## src/rtl/arith_accum_pipe.sv

```systemverilog
// Single-stage add/sub/accumulate unit with a valid/ready input, one registered
// output slot, and an internal accumulator updated by ACC and CLR operations.
module arith_accum_pipe #(
  parameter int unsigned WIDTH    = 8,
  parameter bit          SATURATE = 1'b0
) (
  input  logic             clk,
  input  logic             rst,
  input  logic             in_valid,
  output logic             in_ready,
  input  logic [1:0]       op,
  input  logic [WIDTH-1:0] a,
  input  logic [WIDTH-1:0] b,
  output logic             out_valid,
  input  logic             out_ready,
  output logic [WIDTH-1:0] result,
  output logic             carry,
  output logic             overflow,
  output logic [WIDTH-1:0] acc
);

  localparam logic [1:0] OP_ADD = 2'b00;
  localparam logic [1:0] OP_SUB = 2'b01;
  localparam logic [1:0] OP_ACC = 2'b10;
  localparam logic [1:0] OP_CLR = 2'b11;
  localparam int unsigned MSB = WIDTH - 1;

  logic             out_valid_q;
  logic [WIDTH-1:0] result_q, result_d;
  logic             carry_q, carry_d;
  logic             overflow_q, overflow_d;
  logic [WIDTH-1:0] acc_q, acc_d;

  logic [WIDTH-1:0] opnd_x, opnd_y;
  logic [WIDTH:0]   add_ext, sub_ext;
  logic             accept;

  // Handshake: a transfer happens on a rising edge when valid and ready are
  // both high. The output slot can take a new operation when it is empty or
  // is being drained on the same edge; reset keeps in_ready high.
  assign in_ready = rst || !out_valid_q || out_ready;
  assign accept   = in_valid && in_ready && !rst;

  // ACC reuses the adder with the accumulator as its first operand.
  assign opnd_x  = (op == OP_ACC) ? acc_q : a;
  assign opnd_y  = (op == OP_ACC) ? a : b;
  assign add_ext = {1'b0, opnd_x} + {1'b0, opnd_y};
  assign sub_ext = {1'b0, opnd_x} - {1'b0, opnd_y};

  always_comb begin
    result_d   = '0;
    carry_d    = 1'b0;
    overflow_d = 1'b0;
    acc_d      = acc_q;
    case (op)
      OP_ADD, OP_ACC: begin
        carry_d    = add_ext[WIDTH];
        overflow_d = (opnd_x[MSB] == opnd_y[MSB]) && (add_ext[MSB] != opnd_x[MSB]);
        result_d   = (SATURATE && carry_d) ? {WIDTH{1'b1}} : add_ext[WIDTH-1:0];
        if (op == OP_ACC) acc_d = result_d;
      end
      OP_SUB: begin
        carry_d    = sub_ext[WIDTH];
        overflow_d = (opnd_x[MSB] != opnd_y[MSB]) && (sub_ext[MSB] != opnd_x[MSB]);
        result_d   = (SATURATE && carry_d) ? '0 : sub_ext[WIDTH-1:0];
      end
      OP_CLR: begin
        acc_d = '0;
      end
      default: begin
        acc_d = acc_q;
      end
    endcase
  end

  always_ff @(posedge clk or posedge rst) begin
    if (rst) begin
      out_valid_q <= 1'b0;
      result_q    <= '0;
      carry_q     <= 1'b0;
      overflow_q  <= 1'b0;
      acc_q       <= '0;
    end else if (accept) begin
      out_valid_q <= 1'b1;
      result_q    <= result_d;
      carry_q     <= carry_d;
      overflow_q  <= overflow_d;
      acc_q       <= acc_d;
    end else if (out_valid_q && out_ready) begin
      out_valid_q <= 1'b0;
    end
  end

  assign out_valid = out_valid_q;
  assign result    = result_q;
  assign carry     = carry_q;
  assign overflow  = overflow_q;
  assign acc       = acc_q;

endmodule

```

## config.mk

```make
export PLATFORM = sky130hd
export DESIGN_NAME = arith_accum_pipe
export DESIGN_NICKNAME = d
export VERILOG_FILES = /design/src/rtl/arith_accum_pipe.sv
export SDC_FILE = /design/constraint.sdc
export NUM_CORES = 1
export LEC_CHECK = 0
export ABC_AREA = 1
export BUFFER_PORTS_ARGS = -buffer_cell sky130_fd_sc_hd__buf_2
export CORE_ASPECT_RATIO = 0.5
export CORE_MARGIN = 1
export CORE_UTILIZATION = 58
export DETAILED_ROUTE_END_ITERATION = 8
export GPL_TIMING_DRIVEN = 0
export PLACE_DENSITY = 0.95
export SETUP_SLACK_MARGIN = 0.1
export SLEW_MARGIN = 15
export SYNTH_ARGS = -nofsm -noshare
export SYNTH_HDL_FRONTEND = slang
export SYNTH_SLANG_ARGS = --single-unit
```

## constraint.sdc

```tcl
create_clock -name clk -period 3.8 [get_ports clk]
set_clock_uncertainty 0.15 [all_clocks]
set_input_delay 0.57 -clock clk [delete_from_list [all_inputs] [get_ports clk]]
set_output_delay 0.57 -clock clk [all_outputs]
set_load 0.03 [all_outputs]
```

# == After elaboration in Yosys (flattened, before gate mapping) ==
# Index checks and enable logic that the tools add are counted.
# word_totals
elab_cells,38
reg_bits,19
output_inout_bits,20
in_bits,22
# classes
n_reduce_logical,14
n_eq_ne,8
muxes,9
addsub,2
# op_table
operator,count
8-bit case mux with 2 select lines,2
8-bit 2-to-1 mux,3
8-bit by 8-bit adder with 9-bit output,1
8-bit by 8-bit subtractor with 9-bit output,1
1-bit logical AND,5
"2-bit equality test, second input constant",2
1-bit case mux with 2 select lines,2
2-bit nonzero test,2
1-bit inequality test,3
3-bit AND reduction,1
"2-bit by 1-bit equality test with 1-bit output, second input constant",1
1-bit zero test,2
2-bit zero test,1
1-bit logical OR,2
1-bit 2-to-1 mux,2
"2-bit inequality test, second input constant",1
2-bit OR reduction,1
1-bit equality test,1

# == Logic depth before layout (Yosys ltp) ==
# Gate-level depths: netlist of the first run.
# logic_depth
ltp_word,6
mapped_depth,17
depth_no_buf,16

# == Worst setup path after synthesis of the first run ==
# Ideal clock, no wire load.
# synth_timing
path_kind,input-to-reg
start,in op[0]
end,"reg carry_q, in the netlist carry"
slack_ns,1.229
required_ns,3.533
t_arrival_ns,2.304
path_buffers,1
cell_stages,14
setup_ns,0.117
path_cell_list,inv_2 nand2_4 buf_2 o21ai_0 inv_1 ha_1 fa_1 nand3_1 nand3_1 a21o_1 nand2_1 nand2_1 nand2_1 nand2_1
# synth_via
elab_chain_cells,4
# synth_rtl
item,line,text
"start, declared",11,"input logic [1:0] op,"
2-bit equality test,"45, 46, 55",
8-bit 2-to-1 mux (on tied branches),"45, 46",
8-bit by 8-bit subtractor with 9-bit output or 8-bit by 8-bit adder with 9-bit output (tied branches),"48, 47",
1-bit case mux with 2 select lines *,55,case (op)
"end signal, assigned",86,carry_q <= carry_d;
"end, declared",30,"logic carry_q, carry_d;"
# Every way passes the cells marked *; elsewhere a longest branch is shown, timed or not.
# A chain may end at the register's enable or synchronous reset.

# == Worst setup path in the final report of the first run ==
# layout_timing
start,in op[0]
end,"reg result_q[4], in the netlist result[4]"
# layout_via
elab_chain_cells,4
# layout_rtl
item,line,text
2-bit equality test,"45, 46, 55",
8-bit 2-to-1 mux (on tied branches),"45, 46",
8-bit by 8-bit subtractor with 9-bit output or 8-bit by 8-bit adder with 9-bit output (tied branches),"48, 47",
8-bit case mux with 2 select lines *,55,
"end signal, assigned",85,result_q <= result_d;
"end, declared",29,"logic [WIDTH-1:0] result_q, result_d;"
# Marks and branches as above.

==> results of run 1 <==
[Yosys cell counts (2+ instances only)]
| cell | number | share of area, % |
|---|---|---|
| nand2_1 | 82 | 17 |
| inv_1 | 42 | 8.5 |
| nand3_1 | 25 | 6.7 |
| o21ai_0 | 21 | 5.7 |
| nor2_1 | 20 | 4.0 |
| dfrtp_1 | 19 | 26 |
| a21oi_1 | 17 | 4.6 |
| ha_1 | 16 | 11 |
| nand4_1 | 7 | 2.4 |
| a31oi_1 | 4 | 1.3 |
| buf_2 | 4 | 1.1 |
| inv_2 | 4 | 0.81 |
| buf_4 | 3 | 1.2 |
| nand2_2 | 3 | 1.0 |
| a21oi_4 | 2 | 1.8 |
| fa_1 | 2 | 2.2 |
| nor2_4 | 2 | 1.2 |
| o21ai_1 | 2 | 0.54 |
[worst paths after layout]
kind	end	startpoint	slack, ns
worst min register to register	carry	carry	0.33
max in group asynchronous	out_valid	rst	2.77
min in group clk	carry	carry	0.33
worst max-delay path	result[4]	op[0]	0.83
worst max register to register	result[4]	acc[0]	1.35
worst min-delay path	acc[1]	rst	0.27
[sequential cells by signal, summed over array words and instances, names as in the netlist]
register   cells
out_valid      1
acc            8
carry          1
overflow       1
result         8
[worst max-delay path, stage by stage]
cell	delay [ns]
buf_2	0.15
inv_2	0.19
nand2_4	0.09
buf_2	0.20
o21ai_0	0.26
inv_1	0.08
ha_1	0.24
fa_1	0.44
nand3_1	0.11
nand3_1	0.11
o21ai_0	0.34
a31oi_1	0.14
[stage by stage]
stage          hold slack (ns)  instance area (sq um)  utilization, %  std cells
2_1_floorplan            0.396                   1860               -        283
3_3_place_gp             0.307                   2110            69.7        364
3_5_place_dp             0.312                   2110            69.7        364
4_1_cts                  0.313                   2160            71.2        368
5_1_grt                  0.354                   2160            71.2        368
6_report                 0.274                   2160            71.2        368
[final cells by class]
class                   count  share of cell area [%]
plain buffers               8                    2.61
clock buffers               4                    2.09
inverters                  46                    8.00
multi-input cells         210                    53.4
flip-flops and latches     19                    22.0
well taps                  40                    2.32
repair buffers             41                    9.51
[report_power, final]
group | switching (W) | internal, W
Clock | 0.0000640 | 0.0000745
Combinational | 0.000328 | 0.000153
Sequential | 0.0000367 | 0.000247
Total | 0.000428 | 0.000474
[routing by layer]
| layer | vias up | routed length (microns) | GRT usage (%) |
|---|---|---|---|
| li1 | 998 | - | - |
| met1 | 918 | 2270 | 47.5 |
| met2 | 100 | 2070 | 47.9 |
| met3 | 12 | 517 | 3.91 |
| met4 | 0 | 78 | 9.82 |
| met5 | - | 0 | 0 |
[kinds of logic after synthesis]
family | share of synthesized area (%)
buffers and inverters | 12.3
flip-flops | 25.6
AO/OA/AOI/OAI | 15.6
adder cells (fa/ha/maj) | 12.9
AND/OR/NAND/NOR | 33.5
==> results.md, run 1 <==
* Status: finished clean
* First-pass DRT Iterations at 4
* RSZ-0062 raised after global routing: no
* Fill cells at 273
* Total Wirelength at just under 5 mm
* Final Hold Fails at 0
* Sum Neg Setup Slack at 0 ns
* PortBufs at 41
* H-tree depth at 1
* Total grt overflow at 0
* Pwr per Cell Area at 418 nW/um^2
* Initial cell density of the core at 61.3%
* Worst slew pin tran at 0.719 ns
* Syn avg cell area at 6.56 sq um
* Post-DP HPWL at 3.91 mm
* Clock slew at reported path FFs at 0.07 ns
* Syn_nets at roughly 320
* Synthesis-to-layout area growth at 16.2%
* Synth Instances at roughly 280
* Flip-flop and latch area at 475 sq um
* Final slew viol count at 0
* Final Net Count at roughly 370
* Worst Setup End Kind: flip-flop
* Final worst-path setup slack at 0.826 ns
* Synth cell types at 26
* FF-to-FF path depth at 8
* Tot GR Track Use at 31.9%
* Most used DFF post-synth: dfrtp_1
* Synthesized area at 1860 sq um
* Number of global-route vias before repair at 1790
* Skew-Pair Late Insertion Delay at 0.25 ns
* Ys async rst share at 100%
* Type of origin of the critical path: primary input
* Peak VDD IR at about 0.0004 V
* Pwr Total at 0.000903 W
* Most common cell after layout, fill and taps aside: nand2_1
* Final period util at 78.3%
* Clock Path Buffers at 2
* Die height at 42.0 microns
* Yosys Warn Count at 0
* # rows at 14
* Fraction of layout cells with a size suffix above 1 at between 20% and 30%
* P_leak at 1.26 nW
* 1st-iter DRT viols at 157
* Synthesized flop and latch total at 19
* Wire per inst at 13.4 microns
* Vias at 2028
* First-pass GRT wire length at 8.27 mm
* Crit path kind: primary input to flip-flop
* Die width at 82.0 microns
* Slew HR at 52.0%
* Initial antenna violation count at 0
* Ant. Diodes at 0
* Post CTS Setup Buffer Count at 0
* DP Worst Slack at roughly 0.61 ns
* Worst path required time at 3.77 ns
* CTS Root Cell: clkbuf_8
* Fmax at 336 MHz
* CTS tree: yes
* Routability cong. at 0.961
* Largest net degree at the start of global routing at 22
* Hold Path Class: primary input to async pin
* Max Cap Violations at 0
* Routed Antenna Nets at 0
* Crit-path max FO at 10
* Vias per inst at 5.51
* Area taken by multi-input logic gates at 1150 sq um
* DRC errors left at 0
* Post_cts resized at 0
* Crit path DAT at 2.94 ns
* Commonest non-fill, non-tap cells in the layout: 82 x nand2_1, 45 x buf_2, 42 x inv_1, 25 x nand3_1, 21 x o21ai_0
* Final setup viols at 0
* Io pins at 42
* DIE AREA at 3450 sq um
* Cts hold-fix bufs at 0
* Clock sink total at 19
* CTS buffer count at 3
* Post-route minimum period at 2.97 ns
* Seq/Total Area, Yosys at 25.6%
* Number of synthesized flops with an enable pin at 0
* Core area at 3030 sq um
Power figures use the tool's default switching activity.
==> run 2: changes to the inputs <==
--- a/config.mk
+++ b/config.mk
@@ -9,10 +9,10 @@
 export BUFFER_PORTS_ARGS = -buffer_cell sky130_fd_sc_hd__buf_2
 export CORE_ASPECT_RATIO = 0.5
 export CORE_MARGIN = 1
-export CORE_UTILIZATION = 58
+export CORE_UTILIZATION = 49
 export DETAILED_ROUTE_END_ITERATION = 8
 export GPL_TIMING_DRIVEN = 0
-export PLACE_DENSITY = 0.95
+export PLACE_DENSITY = 0.88
 export SETUP_SLACK_MARGIN = 0.1
 export SLEW_MARGIN = 15
 export SYNTH_ARGS = -nofsm -noshare
==> constraint.sdc (replaced) <==
create_clock -name clk -period 2.7 [get_ports clk]
set_clock_uncertainty 0.15 [all_clocks]
set_input_delay 0.405 -clock clk [delete_from_list [all_inputs] [get_ports clk]]
set_output_delay 0.405 -clock clk [all_outputs]
set_load 0.03 [all_outputs]
==> results.md, run 2 (synthesized netlist as in run 1, its figures left out) <==
* Status: finished clean
* CTS tree: yes
* Final Hold Fails at 0
* Met1 wire length at 2.42 mm
* Pwr Total at 0.00127 W
* # rows at 15
* Peak VDD IR at about 0.00021 V
* Max Cap Violations at 0
* Pwr per Cell Area at 575 nW/um^2
* Io pins at 42
* H-tree depth at 1
* Crit path largest cell delay at 0.38 ns
* Area taken by multi-input logic gates at 1180 sq um
* Skew-Pair Late Insertion Delay at 0.25 ns
* Number of global-route vias before repair at 1641
* Worst Setup End Kind: flip-flop
* Most common cell after layout, fill and taps aside: nand2_1
* CTS buffer count at 3
* Type of origin of the critical path: primary input
* DIE AREA at 4050 sq um
* First-pass DRT Iterations at 5
* Flip-flop and latch area at 475 sq um
* Synthesis-to-layout area growth at 19.0%
* Final setup viols at 0
* Worst-path cell chain: buf_2 > inv_4 > nand2_4 > clkbuf_4 > o21ai_2 > inv_1 > ha_1 > fa_2 > nand3_1 > nand3_2 > a21o_1 > nand2_1 > nand2_1 > nand2_1 > nand2_1
* P_leak at roughly 1.3 nW
* Ant. Diodes at 0
* CTS Root Cell: clkbuf_8
* Post-route minimum period at between 2 and 3 ns
* Worst r2r src: acc[0]
* Slew HR at 50.6%
* Commonest non-fill, non-tap cells in the layout: 82 x nand2_1, 42 x inv_1, 42 x buf_2, 24 x nand3_1
* Worst slew pin tran at 0.740 ns
* WP buf/inv at 4
* Crit-path max FO at 10
* RSZ-0062 raised after global routing: no
* DRC errors left at 0
* Vias per inst at 5.14
* Initial antenna violation count at 0
* Critical Path Slowest Stage Cell: fa_2
* Post-DP HPWL at 3.91 mm
* Fraction of layout cells with a size suffix above 1 at 23.2%
* Total Wirelength at 4.79 mm
* Tot GR Track Use at 25.9%
* Routed Antenna Nets at 0
* Crit path kind: primary input to flip-flop
* Clock slew at reported path FFs at 0.06 ns
* Die width at between 80 and 90 microns
* PortBufs at 41
* Fill cells at about 360
* Crit path DAT at 2.49 ns
* Final Util at 62.6%
* Total grt overflow at 0
* Hold Path Class: primary input to async pin
* Final period util at 92.6%
* Met2 wire length at 1.93 mm
* Routability cong. at ~0.94
* Final Net Count at 369
* Fmax at 400 MHz
* Core area at about 3500 sq um
* Initial cell density of the core at 52.6%
* Clock Path Buffers at 2
* First-pass GRT wire length at between 7 and 8 mm
* Met3 wire length at between 300 and 400 microns
* Delay-heaviest family, CP: adder cells
* 1st-iter DRT viols at 115
* WHS at between 0.1 and 0.15 ns
* CP Launch Point: op[0]
* Crit-path most repeated cell: nand2_1
* Final slew viol count at 0
* Max layer used: met4
* Largest net degree at the start of global routing at 22
* Worst path required time at 2.69 ns
* Die height at 45.5 microns
* Wire per inst at 12.6 microns
* Vias at about 1900
* Clock sink total at 19
* Cts hold-fix bufs at 0
## run 2: cell count changes in the layout (fill, tap and decap cells not counted), sizes merged
cell	change
clkbuf	+1
buf	-1
## run 2: worst register-to-register path, delay by kind of cell, from the launching register on
kind / cells / cell delay, ns
fa+ha+maj: 2 / 0.61
simple gates: 6 / 0.48
buf+inv: 1 / 0.06
flops: 1 / 0.42
compound gates: 2 / 0.36
## run 2: power breakdown
part	switching [W]	internal, W
clock network	0.0000832	0.000105
logic	0.000461	0.000222
registers	0.0000516	0.000348
## run 2: per-stage QoR
stage / TNS, ns / instances / worst slack [ns] / area (sq um)
global placement: -1.64 / 375 / -0.275 / 2130
floorplan: 0 / 283 / 0.294 / 1860
global route: 0 / 379 / 0.107 / 2210
finish: 0 / 379 / 0.199 / 2210
detailed placement: -2.38 / 375 / -0.285 / 2130
CTS: 0 / 379 / 0.104 / 2180
## run 2: final timing paths
path / end / slack [ns] / cells past startpoint
worst max-delay path: carry / 0.20 / 15
worst min-delay path: result[2] / 0.12 / 2
worst max register to register: carry / 0.50 / 11
worst min register to register: result[5] / 0.32 / 2
max in group asynchronous: result[7] / 1.81 / 2
min in group clk: out_valid / 0.30 / 4
## run 2: cell type report
type | count | area share (%)
buffer | 8 | 2.89
clock buffer | 4 | 2.04
inverter | 46 | 7.93
multi-input combinational | 210 | 53.5
sequential | 19 | 21.5
tap | 51 | 2.89
timing repair buffer | 41 | 9.29
## run 2: timing repair
item,CTS,global route
gates resized for setup,4,18
endpoints found under the hold margin,0,0
setup endpoints to repair,6,13
buffers inserted,0,0
## run 2: routing by layer
metal | GRT usage, % | vias up
li1 | - | 997
met1 | 40.3 | 873
met2 | 38.6 | 73
met3 | 2.17 | 6
met4 | 6.35 | 0
met5 | 0 | -
==> run 3: changes to the inputs <==
--- a/config.mk
+++ b/config.mk
@@ -7,7 +7,6 @@
 export LEC_CHECK = 0
 export ABC_AREA = 1
 export BUFFER_PORTS_ARGS = -buffer_cell sky130_fd_sc_hd__buf_2
-export CORE_ASPECT_RATIO = 0.5
 export CORE_MARGIN = 1
 export CORE_UTILIZATION = 49
 export DETAILED_ROUTE_END_ITERATION = 8
==> results.md, run 3 (synthesized netlist as in run 1, its figures left out) <==
* P_leak at ~1.3 nW
* Final Net Count at 369
* Total Wirelength at 4.66 mm
* DP Worst Slack at -0.242 ns
* Fraction of layout cells with a size suffix above 1 at 22.6%
* Worst r2r src: acc[0]
* Post-route minimum period at 2.44 ns
* Final slew viol count at 0
* PortBufs at 41
* Hold Path Class: primary input to async pin
* RSZ-0062 raised after global routing: no
* Total grt overflow at 0
* Commonest non-fill, non-tap cells in the layout: 82 x nand2_1, 42 x inv_1, 42 x buf_2, 25 x nand3_1
* Crit path largest cell delay at 0.38 ns
* H-tree depth at 1
* Crit path kind: primary input to flip-flop
* Worst slew pin tran at ~0.75 ns
* Number of global-route vias before repair at 1806
* Tot GR Track Use at 25.2%
* Vias at 1947
* Worst-path cell chain: buf_2 > inv_6 > nand2_4 > clkbuf_4 > o21ai_2 > inv_1 > ha_1 > fa_2 > nand3_1 > nand3_1 > a21o_1 > nand2_1 > nand2_1 > nand2_1 > nand2_1
* First-pass GRT wire length at 8.05 mm
* DIE AREA at 4040 sq um
* CTS tree: yes
* Fmax at 410 MHz
* Final Util at 63.3%
* Initial antenna violation count at 0
* Final Hold Fails at 0
* WP buf/inv at 4
* DRC errors left at 0
* Io pins at 42
* Synthesis-to-layout area growth at 18.3%
* Worst Setup End Kind: flip-flop
* Ant. Diodes at 0
* CTS buffer count at 3
* Initial cell density of the core at roughly 54%
* Crit-path most repeated cell: nand2_1
* Crit-path max FO at 10
* Peak VDD IR at 0.000350 V
* Post CTS Setup Buffer Count at 0
* CP Launch Point: op[0]
* Post-DP HPWL at 3.78 mm
* Pwr per Cell Area at 574 nW/um^2
* Final worst-path setup slack at 0.264 ns
* FF-to-FF setup slack at 0.56 ns
* Final setup viols at 0
* Most common cell after layout, fill and taps aside: nand2_1
* Routed Antenna Nets at 0
* Slew HR at 49.6%
* Core area at 3470 sq um
* Wire per inst at 12.5 microns
* First-pass DRT Iterations at 4
* Final period util at roughly nine tenths
* Crit path DAT at 2.43 ns
* Critical Path Slowest Stage Cell: fa_2
* CTS Root Cell: clkbuf_8
* 1st-iter DRT viols at 80
* # rows at 21
* Status: finished clean
* Clock Path Buffers at 2
* Routability cong. at 0.943
* Delay-heaviest family, CP: adder cells
* Clock sink total at 19
* Type of origin of the critical path: primary input
* Largest net degree at the start of global routing at 22
* Clock slew at reported path FFs at 0.07 ns
* Die width at 63.6 microns
* Worst path required time at roughly 2.7 ns
* Max Cap Violations at 0
* Die height at 63.6 microns
* Vias per inst at approximately 5.2
* Skew-Pair Late Insertion Delay at 0.25 ns
[run 3: cell counts in the layout (fill, tap and decap cells not counted)]
No cell type changed its count.
[run 3: power by group]
part | switching [W] | internal (W) | leakage (nW)
combinational | 0.000455 | 0.000220 | 1.00
sequential | 0.0000447 | 0.000347 | 0.239
clock | 0.0000902 | 0.000105 | 0.0228
total | 0.000590 | 0.000672 | 1.26
[run 3: final timing paths]
check	cells past startpoint	endpoint
max	15	carry
min	2	result[0]
max reg2reg	11	carry
min reg2reg	2	result[6]
max in group asynchronous	2	carry
min in group clk	4	out_valid
[run 3: per-layer routing]
layer | vias to the layer above | global-route usage (%) | part of all wire, %
li1 | 1001 | - | -
met1 | 870 | 32.5 | 46
met2 | 63 | 42.8 | 47
met3 | 13 | 4.71 | 4.6
met4 | 0 | 6.25 | 2.2
met5 | - | 0 | 0
[run 3: stage by stage]
step	instance area, sq um	hold WS (ns)	instances	TNS [ns]	power [W]
after detailed placement	2120	0.311	370	-1.59	0.00105
after global placement	2120	0.311	370	-0.764	0.00104
after global routing	2200	0.202	374	0	0.00136
after CTS	2160	0.141	374	0	0.00126
after floorplan	1860	0.231	283	0	0.000879
final	2200	0.124	374	0	0.00126
[run 3: area by class of cell]
cell class,instances,area [sq um]
fill,332,1270
multi-input combinational,210,1170
sequential,19,475
timing repair buffer,41,205
inverter,46,178
buffer,8,63.8
tap,46,57.6
clock buffer,4,45.0
[run 3: timing repair]
action                     4_1_cts  5_1_grt
cloned                           0        0
hold buffers                     0        0
pin swaps                        0        0
setup endpoints to repair        3       13
gates resized for setup          2       20
